`config.mk`:
```
export PLATFORM = sky130hd
export DESIGN_NAME = ascii_stream_decoder_flat
export DESIGN_NICKNAME = d
export VERILOG_FILES = /design/src/rtl/ascii_stream_decoder_if.sv /design/src/rtl/ascii_stream_decoder.sv /design/src/flat_wrapper.sv
export SDC_FILE = /design/constraint.sdc
export NUM_CORES = 1
export LEC_CHECK = 0
export CORE_ASPECT_RATIO = 1.4
export CORE_MARGIN = 4
export CORE_UTILIZATION = 58
export DETAILED_ROUTE_END_ITERATION = 12
export PLACE_DENSITY = 0.82
export SYNTH_ARGS = -nofsm -noshare
export SYNTH_HDL_FRONTEND = slang
export SYNTH_SLANG_ARGS = --single-unit
```
`constraint.sdc`:
```
create_clock -name clk -period 6.6 [get_ports clk]
set_clock_uncertainty 0.15 [all_clocks]
set_input_delay 1.32 -clock clk [delete_from_list [all_inputs] [get_ports clk]]
set_output_delay 1.32 -clock clk [all_outputs]
set_load 0.01 [all_outputs]
```
`src/rtl/ascii_stream_decoder_if.sv`:
```
// ---------------------------------------------------------------------------
// ascii_stream_decoder_if
//   Handshake bundle between a position-code source, the decoder and a
//   character sink.
//   in_valid/in_ready/in_pos      : code-word input channel (valid/ready)
//   out_valid/out_ready           : decoded character channel (valid/ready)
//   out_ascii/out_eos             : FIFO head character and end-of-sentence flag
//   master : the environment (drives codes, accepts characters)
//   slave  : the decoder
// ---------------------------------------------------------------------------
interface ascii_stream_decoder_if;
  logic       in_valid;
  logic       in_ready;
  logic [4:0] in_pos;
  logic       out_valid;
  logic       out_ready;
  logic [6:0] out_ascii;
  logic       out_eos;

  modport master (
    output in_valid, in_pos, out_ready,
    input  in_ready, out_valid, out_ascii, out_eos
  );

  modport slave (
    input  in_valid, in_pos, out_ready,
    output in_ready, out_valid, out_ascii, out_eos
  );
endinterface

```
`src/rtl/ascii_stream_decoder.sv`:
```
// ---------------------------------------------------------------------------
// ascii_stream_decoder
//   Turns a stream of 5-bit character-position codes into 7-bit ASCII,
//   capitalising the first letter of each sentence, and queues the result in
//   a small FIFO. Illegal codes (27, 28) are dropped and flagged.
//   clk      : rising-edge clock
//   rst_n    : asynchronous active-low reset
//   bus      : slave side of the code-in / character-out handshakes
//   err      : one-cycle pulse after an illegal code is accepted
//   err_cnt  : saturating count of illegal codes
//   char_cnt : saturating count of characters written to the FIFO
// ---------------------------------------------------------------------------
module ascii_stream_decoder #(
  parameter int DEPTH = 4,
  parameter int CNT_W = 8,
  parameter bit CAPS  = 1'b1
) (
  input  logic                  clk,
  input  logic                  rst_n,
  ascii_stream_decoder_if.slave bus,
  output logic                  err,
  output logic [CNT_W-1:0]      err_cnt,
  output logic [CNT_W-1:0]      char_cnt
);

  localparam int          AW       = (DEPTH > 1) ? $clog2(DEPTH) : 1;
  localparam logic [AW:0] FULL_CNT = (AW+1)'(DEPTH);

  typedef enum logic {SOS, MID} state_e;

  typedef struct packed {
    logic       eos;
    logic [6:0] ascii;
  } entry_t;

  state_e          state_q;
  entry_t          mem_q [DEPTH];
  entry_t          head_q, head_d;
  logic [AW-1:0]   wr_ptr_q, rd_ptr_q, rd_ptr_d;
  logic [AW:0]     count_q, count_d;
  logic            err_q;
  logic [CNT_W-1:0] err_cnt_q, char_cnt_q;

  logic   accept, push, pop, full;
  logic   dec_legal, dec_letter;
  entry_t dec;

  assign full   = (count_q == FULL_CNT);
  assign accept = bus.in_valid & ~full;
  assign pop    = (count_q != '0) & bus.out_ready;
  assign push   = accept & dec_legal;

  // Code-to-character table; letters take the capital offset only at the
  // start of a sentence.
  always_comb begin
    // NOTE: every combinational output gets a default first so no path
    // through the case leaves it unassigned (which would infer a latch).
    dec        = '0;
    dec_legal  = 1'b1;
    dec_letter = 1'b0;
    case (bus.in_pos)
      5'd0:        dec.ascii = 7'd32;
      5'd27, 5'd28: dec_legal = 1'b0;
      5'd29:       dec.ascii = 7'd44;
      5'd30:       dec       = '{eos: 1'b1, ascii: 7'd46};
      5'd31:       dec       = '{eos: 1'b1, ascii: 7'd63};
      default: begin
        dec_letter = 1'b1;
        dec.ascii  = ((CAPS && state_q == SOS) ? 7'd64 : 7'd96) + {2'b00, bus.in_pos};
      end
    endcase
  end

  // Next head of the FIFO. The head is kept in its own register so the
  // output holds its last value once the FIFO drains. When the slot being
  // written this cycle becomes the head (empty FIFO, or the last entry is
  // popped), the incoming entry bypasses the memory.
  always_comb begin
    rd_ptr_d = rd_ptr_q + AW'(pop);
    case ({push, pop})
      2'b10:   count_d = count_q + 1'b1;
      2'b01:   count_d = count_q - 1'b1;
      default: count_d = count_q;
    endcase
    head_d = head_q;
    if (count_d != '0) begin
      head_d = (push && wr_ptr_q == rd_ptr_d) ? dec : mem_q[rd_ptr_d];
    end
  end

  // NOTE: the storage array has no reset; its contents are only observed
  // through head_q after being written, so clearing it would buy nothing.
  always_ff @(posedge clk) begin
    if (push) mem_q[wr_ptr_q] <= dec;
  end

  always_ff @(posedge clk or negedge rst_n) begin
    // NOTE: sequential state uses non-blocking assignments so every register
    // samples pre-edge values regardless of statement order.
    if (!rst_n) begin
      state_q    <= SOS;
      head_q     <= '0;
      wr_ptr_q   <= '0;
      rd_ptr_q   <= '0;
      count_q    <= '0;
      err_q      <= 1'b0;
      err_cnt_q  <= '0;
      char_cnt_q <= '0;
    end else begin
      head_q   <= head_d;
      rd_ptr_q <= rd_ptr_d;
      count_q  <= count_d;
      err_q    <= accept & ~dec_legal;
      if (push) wr_ptr_q <= wr_ptr_q + 1'b1;
      if (push && char_cnt_q != '1) char_cnt_q <= char_cnt_q + 1'b1;
      if (accept && !dec_legal && err_cnt_q != '1) err_cnt_q <= err_cnt_q + 1'b1;
      // Sentence tracking: terminators restart a sentence, the first letter
      // ends the capitalisation window; everything else leaves it alone.
      if (accept) begin
        if (dec_legal && dec.eos)            state_q <= SOS;
        else if (dec_letter && state_q == SOS) state_q <= MID;
      end
    end
  end

  assign bus.in_ready  = ~full;
  assign bus.out_valid = (count_q != '0);
  assign bus.out_ascii = head_q.ascii;
  assign bus.out_eos   = head_q.eos;
  assign err           = err_q;
  assign err_cnt       = err_cnt_q;
  assign char_cnt      = char_cnt_q;

endmodule

```
`src/flat_wrapper.sv`:
```
// flat-port wrapper written by rule: the top's interface ports become plain ports
module ascii_stream_decoder_flat 
#(
  parameter int DEPTH = 4,
  parameter int CNT_W = 8,
  parameter bit CAPS  = 1'b1
)
  (clk, rst_n, err, err_cnt, char_cnt, bus_in_valid, bus_in_pos, bus_out_ready, bus_in_ready, bus_out_valid, bus_out_ascii, bus_out_eos);
  ascii_stream_decoder_if bus_i ();
  input  logic clk;
  input  logic rst_n;
  output logic err;
  output logic [CNT_W-1:0] err_cnt;
  output logic [CNT_W-1:0] char_cnt;
  input wire logic [$bits(bus_i.in_valid)-1:0] bus_in_valid;
  input wire logic [$bits(bus_i.in_pos)-1:0] bus_in_pos;
  input wire logic [$bits(bus_i.out_ready)-1:0] bus_out_ready;
  output wire logic [$bits(bus_i.in_ready)-1:0] bus_in_ready;
  output wire logic [$bits(bus_i.out_valid)-1:0] bus_out_valid;
  output wire logic [$bits(bus_i.out_ascii)-1:0] bus_out_ascii;
  output wire logic [$bits(bus_i.out_eos)-1:0] bus_out_eos;
  assign bus_i.in_valid = bus_in_valid;
  assign bus_i.in_pos = bus_in_pos;
  assign bus_i.out_ready = bus_out_ready;
  assign bus_in_ready = bus_i.in_ready;
  assign bus_out_valid = bus_i.out_valid;
  assign bus_out_ascii = bus_i.out_ascii;
  assign bus_out_eos = bus_i.out_eos;
  ascii_stream_decoder #(.DEPTH(DEPTH), .CNT_W(CNT_W), .CAPS(CAPS)) u_core (.clk(clk), .rst_n(rst_n), .bus(bus_i), .err(err), .err_cnt(err_cnt), .char_cnt(char_cnt));
endmodule
```
==> reports/metrics.csv <==
stage,metric,value,unit
run_status,outcome,completed,
routing,drt-initial-drc-count,61,
power,finalPower,1.58,mW
setup_path,cp_cell_sequence,"clkdlybuf4s50_1, nor3b_1, o21ba_1, nor2_1, inv_1, ha_1, inv_1, fa_1, xor2_1, or3_1, and4bb_2, nor2b_1, a21oi_1",
setup_path,crit_type,in2reg,
final_layout,fin_cells,325,
setup_path,rr_startpoint,u_core.count_q[0],
clock_network,cts_root_buffer,clkbuf_8,
floorplanning,start_util,0.608,
logic_synthesis,ys_seq_area_frac,0.597,
floorplanning,die_h,93.0,um
clock_network,cts_max_level,3,
global_route,grt_max_degree,34,
clock_network,clk_latency,340,ps
sta,worst_pin_slew,643,ps
routing,ant_nets,0,
global_route,grt_pass1_vias,1890,
setup_path,cpPeakStageDelay,640,ps
sta,setup_tns,0,ps
setup_path,critPathCaptureType,register,
setup_path,crit_top_cell,inv_1,
floorplanning,io_pins,36,
global_route,antenna_found_initial,0,
routing,vias_per_cell,5.57,
setup_path,start_kind,input pin,
final_layout,fin_nets,274,
power,pwr-share-comb,0.390,
sta,maxSlewHeadroom,0.567,
sta,min_period_over_period,0.669,
setup_path,crit_path_max_fanout,16,
sta,fin_crit,4420,ps
clock_network,postCtsSetupBuffers,0,
power,switching_share,0.328,
hold_path,hp-class,reg2reg,
routing,vias,1810,
setup_path,worstPathRequired,6710,ps
floorplanning,core_region_area,4920,um^2
floorplanning,rows,30,
clock_network,clock_sinks,65,
power,power_frac_seq,0.395,
power,p_clk_frac,0.214,
logic_synthesis,syn-num-nets,233,
routing,post_drt_wl_per_cell,16.7,um
logic_synthesis,synthFlopType,dfrtp_1,
routing,wirelength,5.42,mm
logic_synthesis,synth_edf_count,32,
clock_network,cts_tree,yes,
clock_network,cts.clk_slew.worst_paths,60,ps
logic_synthesis,synth_area,2990,um^2
logic_synthesis,yosys_warnings,0,
setup_path,crit_start,bus_in_pos[2],
sta,whs,328,ps
power,internal_power,1.06,mW
sta,finalSetupViolations,0,
placement,placedCellCount,309,
floorplanning,die_w,68.7,um
logic_synthesis,ys_types,42,
clock_network,ctsResizeCount,0,
logic_synthesis,ys_async_sr_fraction,0.508,
placement,dpl.hpwl,3.93,mm
logic_synthesis,postSynthCellCount,215,
clock_network,cts_buffers,9,
logic_synthesis,synthTopCellsByCount,"dfrtp_1, edfxtp_1, nand2_1, xnor2_1, inv_1",
placement,io_buffers,35,
global_route,grt_pass1_wl,9.16,mm
logic_synthesis,syn_area_per_cell,13.9,um^2
routing,firstDrtPassIters,4,
power,power_leakage,1.49,nW
clock_network,cts_max_path_buffers,2,
logic_synthesis,synth-seq-cells,65,
logic_synthesis,synthTopCellsByArea,"edfxtp_1, dfrtp_1, mux4_1",
sta,hold_violations,0,
hold_path,hp-start,u_core.bus.out_ascii[0],
global_route,grt_use_total,0.199,
clock_network,hold_buffers,0,
power,p_sw,518,uW
routing,drc,0,
final_layout,syn_to_final_growth,19.9,%
sta,rsz0062_at_grt,no,
sta,slew_violations,0,
logic_synthesis,synth_top_area_frac,0.321,
power,ir_worst_vdd,0.000246,V
setup_path,cp.arrival,4530,ps
sta,timing.fmax,226,MHz
floorplanning,fp.dieArea,6390,um^2
flow_run,max_cap_violations,0,
logic_synthesis,synth_most_common_cell,dfrtp_1,
global_route,gr-total-overflow,0,
final_layout,layout-drive-gt1-share,0.0805,
power,power_density,441,nW/um^2
logic_synthesis,synth_top_cell_by_area,edfxtp_1,
placement,routabilityCongestion,0.775,
final_layout,diodes,0,
setup_path,cpMaxStageDelayCell,clkdlybuf4s50_1,
## layout by cell type, fill, tap and decap left out, types with 7 or more instances in the layout
cell type and n:
clkbuf_8 11, dfrtp_1 33, inv_1 12, mux4_1 8, and3_1 7, xor2_1 7, nand3_1 7, xnor2_1 13
edfxtp_1 32, o21ai_0 7, ha_1 8, mux2i_1 8, clkdlybuf4s50_1 35, nand2_1 16
## layer usage
metal / track usage / share of wire / up-vias
met5: 0 / 0 / -
met4: 0.0732 / 0.014 / 0
met3: 0.0709 / 0.048 / 6
met2: 0.318 / 0.52 / 40
met1: 0.246 / 0.42 / 891
li1: - / - / 873
## area by class of cell
type | count | area [um^2]
Clock buffer | 14 | 163
Clock inverter | 2 | 37.5
Fill cell | 342 | 1330
Inverter | 12 | 45.0
Multi-Input combinational cell | 132 | 1120
Sequential cell | 65 | 1790
Tap cell | 64 | 80.1
Timing Repair Buffer | 36 | 358
## critical path, delay by kind of cell
kind / cells / cell delay [ps]
buffers and inverters: 3 / 780
and+or+nand+nor: 5 / 1340
xor gates and xnor gates: 1 / 170
AOI/OAI and AO/OA: 2 / 350
adders and majority gates: 2 / 560
## sequential cells by signal, summed over array words and instances, names as in the netlist
signal / cells
u_core.mem_q: 32
u_core.char_cnt: 8
u_core.err_cnt: 8
u_core.bus.out_ascii: 7
u_core.count_q: 3
u_core.rd_ptr_q: 2
u_core.wr_ptr_q: 2
u_core.bus.out_eos: 1
u_core.err: 1
u_core.state_q: 1
## power groups by stage
stage / Clock (mW) / Sequential (mW) / Combinational [mW]
6_report: 0.339 / 0.625 / 0.617
5_1_grt: 0.370 / 0.638 / 0.688
4_1_cts: 0.345 / 0.627 / 0.630
3_5_place_dp: 0 / 0.633 / 0.628
3_3_place_gp: 0 / 0.629 / 0.602
2_1_floorplan: 0 / 0.642 / 0.401
## cells by family after synthesis
family | share of synthesized area
mux | 0.105
fa+ha+maj | 0.0402
buf+inv | 0.0289
compound gates | 0.0565
simple gates | 0.105
xor+xnor | 0.0678
flops | 0.597
## path summary, 6_finish.rpt
kind                                                 to  slack [ps]  depth (start not counted)
worst min register to register  u_core.bus.out_ascii[0]         330                          2
worst max register to register  u_core.bus.out_ascii[5]        3310                         12
max in group asynchronous            u_core.char_cnt[0]        4760                          2
min in group asynchronous             u_core.count_q[0]        1240                          2
worst max-delay path            u_core.bus.out_ascii[5]        2180                         13
worst min-delay path            u_core.bus.out_ascii[0]         330                          2
## metrics by stage
stage,instance area (um^2),worst slack (ps),util
after floorplan,2990,2600,-
after global placement,3390,2010,0.689
after detailed placement,3390,1830,0.689
after CTS,3590,2170,0.730
after global routing,3590,2010,0.730
final,3590,2180,0.730
No activity file was read; power rests on OpenSTA's default activity.
